`src/rtl/axi4_aw_fifo.sv`:
```
// DEPTH-entry in-order AXI4 AW channel buffer with registered ready/valid/afull.
// Define AXI4_AW_FIFO_STATS_EN to add pop and stall counters with a clear input.
module axi4_aw_fifo #(
  parameter int AXI_ADDR_WIDTH = 32,
  parameter int AXI_ID_WIDTH   = 4,
  parameter int AXI_USER_WIDTH = 4,
  parameter int DEPTH          = 4,
  parameter int AFULL_THRESH   = DEPTH-1
) (
  input  logic                      axi4_aclk,
  input  logic                      axi4_arst,
  input  logic [AXI_ID_WIDTH-1:0]   s_axi4_awid,
  input  logic [AXI_ADDR_WIDTH-1:0] s_axi4_awaddr,
  input  logic [7:0]                s_axi4_awlen,
  input  logic [2:0]                s_axi4_awsize,
  input  logic [1:0]                s_axi4_awburst,
  input  logic                      s_axi4_awlock,
  input  logic [2:0]                s_axi4_awprot,
  input  logic [3:0]                s_axi4_awcache,
  input  logic [3:0]                s_axi4_awregion,
  input  logic [3:0]                s_axi4_awqos,
  input  logic [AXI_USER_WIDTH-1:0] s_axi4_awuser,
  input  logic                      s_axi4_awvalid,
  output logic                      s_axi4_awready,
  output logic [AXI_ID_WIDTH-1:0]   m_axi4_awid,
  output logic [AXI_ADDR_WIDTH-1:0] m_axi4_awaddr,
  output logic [7:0]                m_axi4_awlen,
  output logic [2:0]                m_axi4_awsize,
  output logic [1:0]                m_axi4_awburst,
  output logic                      m_axi4_awlock,
  output logic [2:0]                m_axi4_awprot,
  output logic [3:0]                m_axi4_awcache,
  output logic [3:0]                m_axi4_awregion,
  output logic [3:0]                m_axi4_awqos,
  output logic [AXI_USER_WIDTH-1:0] m_axi4_awuser,
  output logic                      m_axi4_awvalid,
  input  logic                      m_axi4_awready,
  output logic [$clog2(DEPTH):0]    fill_level,
`ifdef AXI4_AW_FIFO_STATS_EN
  output logic                      afull,
  input  logic                      stat_clear,
  output logic [31:0]               stat_aw_count,
  output logic [31:0]               stat_stall_cycles
`else
  output logic                      afull
`endif
);

  localparam int PW = $clog2(DEPTH);
  localparam int DW = AXI_ADDR_WIDTH + AXI_ID_WIDTH + AXI_USER_WIDTH + 29;

  logic [DW-1:0] mem_q [DEPTH];
  logic [DW-1:0] wr_data, rd_data;
  logic [PW:0]   wr_ptr_q, wr_ptr_d, rd_ptr_q, rd_ptr_d, fill_d;
  logic          s_ready_q, m_valid_q, afull_q;
  logic          push, pop, full_d, empty_d;

  // Ready register comes out of reset high; gating keeps the port low while reset is held.
  assign s_axi4_awready = s_ready_q & ~axi4_arst;
  assign m_axi4_awvalid = m_valid_q;
  assign afull          = afull_q;
  assign fill_level     = wr_ptr_q - rd_ptr_q;

  assign push = s_axi4_awvalid & s_axi4_awready;
  assign pop  = m_valid_q & m_axi4_awready;

  assign wr_ptr_d = wr_ptr_q + (PW+1)'(push);
  assign rd_ptr_d = rd_ptr_q + (PW+1)'(pop);
  assign fill_d   = wr_ptr_d - rd_ptr_d;
  assign full_d   = (wr_ptr_d[PW-1:0] == rd_ptr_d[PW-1:0]) && (wr_ptr_d[PW] != rd_ptr_d[PW]);
  assign empty_d  = (wr_ptr_d == rd_ptr_d);

  assign wr_data = {s_axi4_awuser, s_axi4_awid, s_axi4_awqos, s_axi4_awregion, s_axi4_awaddr,
                    s_axi4_awlen, s_axi4_awsize, s_axi4_awburst, s_axi4_awlock, s_axi4_awprot,
                    s_axi4_awcache};
  assign rd_data = mem_q[rd_ptr_q[PW-1:0]];
  assign {m_axi4_awuser, m_axi4_awid, m_axi4_awqos, m_axi4_awregion, m_axi4_awaddr,
          m_axi4_awlen, m_axi4_awsize, m_axi4_awburst, m_axi4_awlock, m_axi4_awprot,
          m_axi4_awcache} = rd_data;

  always_ff @(posedge axi4_aclk) begin
    if (axi4_arst) begin
      wr_ptr_q  <= '0;
      rd_ptr_q  <= '0;
      s_ready_q <= 1'b1;
      m_valid_q <= 1'b0;
      afull_q   <= 1'b0;
    end else begin
      wr_ptr_q  <= wr_ptr_d;
      rd_ptr_q  <= rd_ptr_d;
      s_ready_q <= ~full_d;
      m_valid_q <= ~empty_d;
      afull_q   <= (fill_d >= (PW+1)'(AFULL_THRESH));
    end
  end

  // Payload storage is not reset; a slot is only read while it holds a live entry.
  always_ff @(posedge axi4_aclk) begin
    if (push) mem_q[wr_ptr_q[PW-1:0]] <= wr_data;
  end

`ifdef AXI4_AW_FIFO_STATS_EN
  logic [31:0] stat_aw_count_q, stat_stall_cycles_q;

  assign stat_aw_count     = stat_aw_count_q;
  assign stat_stall_cycles = stat_stall_cycles_q;

  always_ff @(posedge axi4_aclk) begin
    if (axi4_arst || stat_clear) begin
      stat_aw_count_q     <= '0;
      stat_stall_cycles_q <= '0;
    end else begin
      if (pop && (stat_aw_count_q != '1))
        stat_aw_count_q <= stat_aw_count_q + 32'd1;
      if (m_valid_q && !m_axi4_awready && (stat_stall_cycles_q != '1))
        stat_stall_cycles_q <= stat_stall_cycles_q + 32'd1;
    end
  end
`else
  // Statistics counters are not built in this configuration.
`endif

endmodule

```
`config.mk`:
```
export PLATFORM = sky130hd
export DESIGN_NAME = axi4_aw_fifo
export DESIGN_NICKNAME = d
export VERILOG_FILES = /design/src/rtl/axi4_aw_fifo.sv
export SDC_FILE = /design/constraint.sdc
export NUM_CORES = 1
export LEC_CHECK = 0
export CAP_MARGIN = 10
export CORE_MARGIN = 1
export CORE_UTILIZATION = 40
export CTS_CLUSTER_DIAMETER = 100
export DETAILED_ROUTE_END_ITERATION = 7
export GPL_TIMING_DRIVEN = 0
export PLACE_DENSITY = 0.68
export SYNTH_ARGS = -nofsm -noshare
export SYNTH_HDL_FRONTEND = slang
export SYNTH_SLANG_ARGS = --single-unit
```
`constraint.sdc`:
```
create_clock -name axi4_aclk -period 15.9 [get_ports axi4_aclk]
set_input_delay 3.18 -clock axi4_aclk [delete_from_list [all_inputs] [get_ports axi4_aclk]]
set_output_delay 3.18 -clock axi4_aclk [all_outputs]
set_load 0.1 [all_outputs]
```
# ---- After elaboration in Yosys (flattened, before gate mapping)
# Memory sizes are Yosys's and may differ from the RTL's. A register that Yosys moved wholly into a read port is not among the register bits.
# Index checks and enable logic that the tools add are counted.
dict set report op_classes {
  reduce_logical 1
  eq_ne 3
  mux 3
  div_mod_pow 0
  shift 0
  mul 0
  magnitude_cmp 1
  bitwise 6
  n_addsub 4
}
# op n
set ops {}
lappend ops {{3-bit by 1-bit adder with 3-bit output} 2}
lappend ops {{3-bit subtractor} 2}
lappend ops {{1-bit AND} 3}
lappend ops {{3-bit == test} 1}
lappend ops {{3-bit by 2-bit greater-or-equal comparator with 1-bit output (second input constant)} 1}
lappend ops {{1-bit NOT} 3}
lappend ops {{2-bit == test} 1}
lappend ops {{1-bit 2-to-1 mux} 2}
lappend ops {{2-bit 2-to-1 mux} 1}
lappend ops {{1-bit logical AND} 1}
lappend ops {{1-bit != test} 1}
dict set report word_totals {
  regBits 9
  memories 1
  out_inout_bits 75
  ram_bits 276
  input_bits 73
  rom_bits 0
  latchBits 0
}
# name depth word_bits rd rd_ports_with_merged_regs write_ports line
set mem_list {}
lappend mem_list {mem_q 4 69 1 1 1 52} ;# logic [DW-1:0] mem_q [DEPTH];

# ---- Longest topological paths before layout
# Gate-level depths: netlist (run 1).
dict set report logic_depth {
  ltp_word 7
  depth_mapped 12
}

# ---- Worst setup path after synthesis (run 1)
# OpenSTA, ideal clock, no wires.
dict set report synth_path {
  path_type {input -> register}
  startpoint {in axi4_arst}
  endpoint {mem mem_q[0][0] in the netlist's numbering (enable)}
  required_ps 15319
  t_arrival_ps 9734
  slack_ps 5585
  setup_ps 581
  path_stages 4
  path_cell_list {clkbuf_1 > nor2b_1 > nand2_1 > nor3_1}
}
dict set report synth_via {
  elab_chain_len 5
}
# item line
set synth_lines {}
lappend synth_lines {{start: declaration} 11} ;# input logic axi4_arst,
lappend synth_lines {{1-bit NOT} 59} ;# assign s_axi4_awready = s_ready_q & ~axi4_arst;
lappend synth_lines {{1-bit AND} 59}
lappend synth_lines {{via s_axi4_awready} 24} ;# output logic s_axi4_awready,
lappend synth_lines {{1-bit AND} 64} ;# assign push = s_axi4_awvalid & s_axi4_awready;
lappend synth_lines {{1-bit 2-to-1 mux} 99} ;# if (push) mem_q[wr_ptr_q[PW-1:0]] <= wr_data;
lappend synth_lines {{1-bit 2-to-1 mux (implied by the code)} 99}
lappend synth_lines {{end: declaration} 52}
# The timed path passes the listed nets, and every way through them passes these cells.

# ---- Worst setup path after layout (run 1)
dict set report layout_path {
  startpoint {in axi4_arst}
  endpoint {out s_axi4_awready}
}
dict set report layout_via {
  elab_chain_len 2
}
# item line
set layout_lines {}
lappend layout_lines {{1-bit NOT} 59}
lappend layout_lines {{1-bit AND} 59}
lappend layout_lines {{end: declaration} 24}
# Every way passes these cells.

==> results of run 1 <==
[state kept, by name (all words and copies together) (netlist names)]
name,count
afull,1
m_axi4_awvalid,1
mem_q,276
rd_ptr_q,3
s_ready_q,1
wr_ptr_q,3
[worst reg2reg max path, stage by stage (launching register included)]
cell and delay [ps]:
dfxtp_1 300, nor2b_1 160, nand2_1 150, nor3_2 660, buf_8 230, buf_6 170
buf_4 220, buf_6 170, buf_6 150
[final timing paths]
kind / from / to / slack, ps
worst max register to register: s_ready_q / mem_q[0][5] / 13400
worst min register to register: rd_ptr_q[2] / rd_ptr_q[2] / 630
worst min-delay path: rd_ptr_q[2] / rd_ptr_q[2] / 630
worst max-delay path: axi4_arst / s_axi4_awready / 7980
[area by class of cell]
type	instances	area [um2]
buffer	17	128.9
fill	1937	11750
clock inverter	20	214.0
sequential	285	8468
clock buffer	36	794.5
multi-input combinational	105	1884
tap	330	412.9
timing repair buffer	168	1792
inverter	8	30.03
[metal layers]
layer  vias up  wire [um]  global-route usage (%)
met5         -          0                       0
met4         0        392                   3.535
met3        26       1065                   3.232
met2       125       9906                   26.00
met1      2491       8057                   18.56
li1       2168          -                       -
[cell usage in the layout, fill, tap and decap left out]
master / count
a21oi_1: 1
fa_1: 1
clkdlybuf4s50_1: 146
clkbuf_1: 11
nor2_1: 5
clkinv_1: 5
xnor3_1: 1
mux4_2: 69
bufinv_16: 4
buf_2: 2
clkinvlp_4: 2
nor2b_1: 3
xnor2_1: 4
nor2_4: 2
o21ba_2: 1
nand4b_1: 1
xor2_1: 1
edfxtp_1: 276
clkbuf_16: 31
buf_8: 2
and2_1: 1
clkinv_2: 5
clkinv_4: 4
nor3_2: 2
nand2b_1: 1
inv_1: 8
buf_16: 4
buf_6: 13
buf_4: 8
ha_1: 8
xnor2_2: 1
buf_12: 4
dfxtp_1: 9
nand2_1: 3
[stage by stage]
stage	power, mW	hold WS, ps	setup slack [ps]	area [um2]	cells
floorplan	1.148	550.9	5585	10490	415
global placement	1.241	578.5	3138	12360	891
detailed placement	1.246	593.4	8001	12720	913
CTS	1.946	632.4	7984	13720	969
global route	1.981	669.1	7927	13720	969
finish	1.920	633.6	7983	13720	969
[logic make-up after synthesis]
group           count (synthesis)  share of synthesized area [%]
compound gates                  2                         0.1431
xor+xnor                        7                         0.7875
fa+ha+maj                       9                          1.145
buf+inv                        25                          1.515
flops                         285                          80.75
mux                            69                          14.82
simple gates                   18                         0.8354
[power groups by stage]
stage | registers (mW) | clock network, mW | logic (mW)
6_report | 0.847 | 0.694 | 0.380
5_1_grt | 0.848 | 0.738 | 0.395
4_1_cts | 0.847 | 0.714 | 0.385
3_5_place_dp | 0.863 | 0 | 0.383
3_3_place_gp | 0.866 | 0 | 0.375
2_1_floorplan | 0.873 | 0 | 0.275
==> impl_metrics.yaml, run 1 <==
status:
  status: "complete, no violations"
synth:
  ys_warn_count: 0
  syn_nets: 497
  syn-cell-area_mm2: 0.01049
  seq_area_frac_synth_pct: 80.75
  synth.area.top_cells: "edfxtp_1 79%, mux4_2 15%, dfxtp_1 1.7%, ha_1 0.95%, buf_4 0.43%"
  synth.most_common_cell: "edfxtp_1"
  yosysTopAreaCell: "edfxtp_1"
  syn_inst: 415
  synthFlopType: "edfxtp_1"
  synth_common_cells: "276 x edfxtp_1, 69 x mux4_2, 9 x dfxtp_1"
  async_reset_ff_share_pct: 0
  synth_top_area_share_pct: 79.04
  synth-edff-count: 276
  ys_ff_latch: 285
  yosysUniqueCellTypes: 24
  post_synth.cell_area_avg_um2: 25.27
cts:
  cts_max_path_buffers: 3
  cts_tree: "built"
  cts.sinks: 285
  cts-buffers-inserted: 30
  clock-root-buffer: "clkbuf_16"
  ctsResizeCount: 0
  cts_hold_buf: 0
  clk_pin_slew_ps: 60
  post_cts_buffers: 0
  htreeDepth: 1
  clk_latency_ps: 540
grt:
  grtUsageTotal_pct: 14.76
  grt_max_degree: 25
  antenna_found_initial: 0
  overflow: 0
  grt_pass1_vias: 5311
  grt_pass1_wl_mm: 29.69
sta:
  hold_violations: 0
  period_share_pct: 49.79
  worstMarginPinSlew_ps: 1064
  setup_tns_ps: 0
  finalSetupViolCount: 0
  fin_crit_ps: 7917
  fmax_mhz: 126.3
  skew_ps: 9.039
  slew_violations: 0
  rsz0062_at_grt: "no"
  relSlewSlack_pct: 28.86
floorplan:
  io_pins: 148
  rows: 58
  fp.dieH_um: 163.9
  initial_core_util_pct: 41.17
  die_w_um: 163.9
  die_area_mm2: 0.02687
  core_mm2: 0.02547
critical_path:
  path_cells: "clkbuf_1, nor2b_1, clkdlybuf4s50_1"
  ff2ff_path_depth: 8
  crit_arrival_ps: 4740
  crit_path_max_incr_delay_ps: 1160
  crit_slowest_cell: "clkdlybuf4s50_1"
  critPathTopFamily: "buffers and inverters"
  critPathRequiredTime_ps: 12720
  path_buf_inv: 2
  end_kind: "primary output"
  startpoint_type: "primary input"
  worstPathMaxFanout: 10
  cp.depth: 3
  path_class: "primary input to primary output"
pwr:
  pwr-share-comb_pct: 19.8
  power.leakage_nw: 4.410
  power.internal_mw: 1.378
  sw_frac_of_total_pct: 28.26
  power.density_mw_per_mm2: 139.9
  p_sw_uw: 542.6
  vdd_drop_max_uv: 124.4
  seq_power_share_pct: 44.1
  clkPwrFrac_pct: 36.1
worst_hold_path:
  min_delay_path_depth: 2
  hold_class: "flop to flop"
drt:
  routed_wl_mm: 19.42
  remaining_drc_errors: 0
  wl_per_cell_um: 20.04
  vias: 4810
  first_pass_iters: 4
  antenna_left: 0
  drtIter0Drc: 238
  avgViaCountPerCell: 4.964
finish:
  fin_util_pct: 53.88
  area_delta_synth_final_pct: 30.88
  antenna_cells: 0
  drive_above_1_share_pct: 24.10
  final_nets: 697
placement:
  gp_congestion: 0.7223
  numPortBuffers: 146
  dp_hpwl_mm: 12.82
flow_run:
  drv_cap: 0
(Power assumes the default switching activity.)
==> inputs of run 2 (changes only) <==
- clock period: 15.9 -> 7.59 ns (I/O delays scaled with it)
==> results of run 2 <==
Same layout as run 1 (identical final DEF). Status: complete, no violations.
Main changes from that run: setup slack after placement 8001 ps -> 3015 ps; setup slack after layout 7983 ps -> 2787 ps; start point of the critical path axi4_arst -> wr_ptr_q[0]; end point of the critical path s_axi4_awready -> fill_level[2]; register-to-register setup slack 13400 ps -> 5090 ps; total power 1.920 mW -> 4.023 mW; worst IR drop on VDD 124.4 uV -> 260.6 uV
==> inputs of run 3 (changes only) <==
- clock period: 7.59 -> 4.78 ns (I/O delays scaled with it)
==> run 3 against run 2 <==
Effect of this change:
- clock power grew 48%
- sequential share of layout area is 0.53 points higher
- total power is 55% higher
- critical path depth unchanged
- clock skew shrank 1.8 ps
- critical path type unchanged
- largest power group unchanged
- highest routed layer unchanged
==> impl_metrics.yaml, run 3 (synthesis results as in run 1) <==
critical_path:
  startpoint_type: "flop"
  r2r_start: "wr_ptr_q[0]"
  crit_path_start: "wr_ptr_q[0]"
  crit_slowest_cell: "clkdlybuf4s50_1"
  end_kind: "primary output"
  critPathTopFamily: "buffers and inverters"
  crit_path_max_incr_delay_ps: 1190
  path_buf_inv: 2
  path_common_cell: "xnor2_1"
  path_class: "flop to primary output"
  worstPathMaxFanout: 4
  path_cells: "inv_1, ha_1, fa_1, xnor2_1, xnor2_1, clkdlybuf4s50_1"
  critPathRequiredTime_ps: 3820
  crit_arrival_ps: 3390
cts:
  cts_tree: "built"
  clock-root-buffer: "clkbuf_16"
  htreeDepth: 1
  post_cts_buffers: 0
  clk_pin_slew_ps: 60
  cts-buffers-inserted: 30
  clk_latency_ps: 530
  ctsResizeCount: 0
  cts.sinks: 285
  cts_hold_buf: 0
  cts_max_path_buffers: 3
sta:
  rsz0062_at_grt: "no"
  slew_violations: 0
  fmax_mhz: 230.3
  relSlewSlack_pct: 28.73
  hold_violations: 0
  fin_crit_ps: 4342
  worstMarginPinSlew_ps: 1066
  period_share_pct: 90.84
  skew_ps: 7.201
  finalSetupViolCount: 0
drt:
  vias: 4851
  avgViaCountPerCell: 5.058
  wl_per_cell_um: 20.39
  routed_wl_mm: 19.56
  first_pass_iters: 4
  antenna_left: 0
  remaining_drc_errors: 0
  drtIter0Drc: 263
finish:
  final_nets: 688
  finalNonFillerCells: 959
  drive_above_1_share_pct: 22.61
  largest_reg_flops: 276
  area_delta_synth_final_pct: 29.77
  final_cell_mix: "276 x edfxtp_1, 146 x clkdlybuf4s50_1, 69 x mux4_2"
  nFillCells: 1896
  final_cell_area_mm2: 0.01361
  layout_commonest_cell: "edfxtp_1"
grt:
  grt_max_degree: 25
  grt_pass1_wl_mm: 30.33
  antenna_found_initial: 1
  met2_usage_pct: 25.64
  grt_pass1_vias: 5479
  grtUsageMet1_pct: 19.35
  grtUsageTotal_pct: 15.06
  grt_use_met3_pct: 3.535
  busiest_layer: "met2"
  overflow: 0
worst_hold_path:
  hold_class: "flop to flop"
  min-delay-start: "rd_ptr_q[2]"
floorplan:
  initial_core_util_pct: 41.17
  core_mm2: 0.02547
  rows: 58
  fp.dieH_um: 163.9
  die_w_um: 163.9
  die_area_mm2: 0.02687
  io_pins: 148
pwr:
  power.internal_mw: 4.455
  finalPower_mw: 6.245
  p_sw_mw: 1.790
  power.leakage_nw: 4.331
  sw_frac_of_total_pct: 28.67
  clkPwrFrac_pct: 34.5
  pwr-share-comb_pct: 20.4
  vdd_drop_max_uv: 324.0
  seq_power_share_pct: 45.1
  power.density_mw_per_mm2: 458.9
placement:
  dp_hpwl_mm: 12.72
  place_area_mm2: 0.01268
  numPlacedInstances: 904
  gp_congestion: 0.7333
  numPortBuffers: 146
status:
  status: "complete, no violations"
flow_run:
  drv_cap: 0
-- run 3: changes by cell type in the layout (fill, tap and decap cells not counted), moves of 2 or more --
cell | previous run | this run
nor3_2 | 2 | 0
buf_4 | 8 | 6
nor3_4 | 0 | 2
clkbuf_1 | 11 | 15
clkinv_4 | 4 | 0
buf_6 | 13 | 1
buf_12 | 4 | 6
clkinv_1 | 5 | 3
clkbuf_8 | 0 | 2
bufinv_16 | 4 | 1
buf_8 | 2 | 4
-- run 3: final timing paths --
check	to	slack, ps	depth (start not counted)
worst max-delay path	fill_level[2]	440	6
worst min-delay path	rd_ptr_q[2]	630	2
worst max register to register	mem_q[1][35]	2500	4
worst min register to register	rd_ptr_q[2]	630	2
-- run 3: layout make-up --
class	instances	area (um2)	area share (%)
Buffer	17	128.9	0.9470
Antenna cell	1	2.502	0.01839
Inverter	8	30.03	0.2207
Clock inverter	12	90.09	0.6620
Tap cell	330	412.9	3.034
Sequential cell	285	8468	62.23
Clock buffer	42	837.1	6.151
Multi-Input combinational cell	105	1899	13.96
Timing Repair Buffer	159	1739	12.78
-- run 3: power by group through the flow --
| stage | Combinational (mW) | Sequential [mW] | Clock, mW |
|---|---|---|---|
| 2_1_floorplan | 0.916 | 2.90 | 0 |
| 3_3_place_gp | 1.25 | 2.87 | 0 |
| 3_5_place_dp | 1.29 | 2.87 | 0 |
| 4_1_cts | 1.29 | 2.82 | 2.21 |
| 5_1_grt | 1.33 | 2.82 | 2.31 |
| 6_report | 1.28 | 2.82 | 2.15 |
-- run 3: tightest hold or removal path: cells and delay by family, from the launching register on --
family           cells  cell delay, ps
XOR/XNOR             1             120
flip-flops           1             380
AND/OR/NAND/NOR      1              90
-- run 3: through the flow --
step	utilization [%]	setup slack, ps	TNS (ps)	hold WS (ps)
after floorplan	-	3.801	0	550.9
after global placement	48.64	-708.0	-130920	576.6
after detailed placement	49.77	1012	0	611.1
after CTS	53.41	419.0	0	628.2
after global routing	53.41	276.4	0	692.8
final	53.42	438.0	0	626.5
-- run 3: routing by layer --
metal / part of all wire [%] / vias up
li1: - / 2145
met1: 42 / 2536
met2: 50 / 143
met3: 5.9 / 27
met4: 1.7 / 0
met5: 0 / -
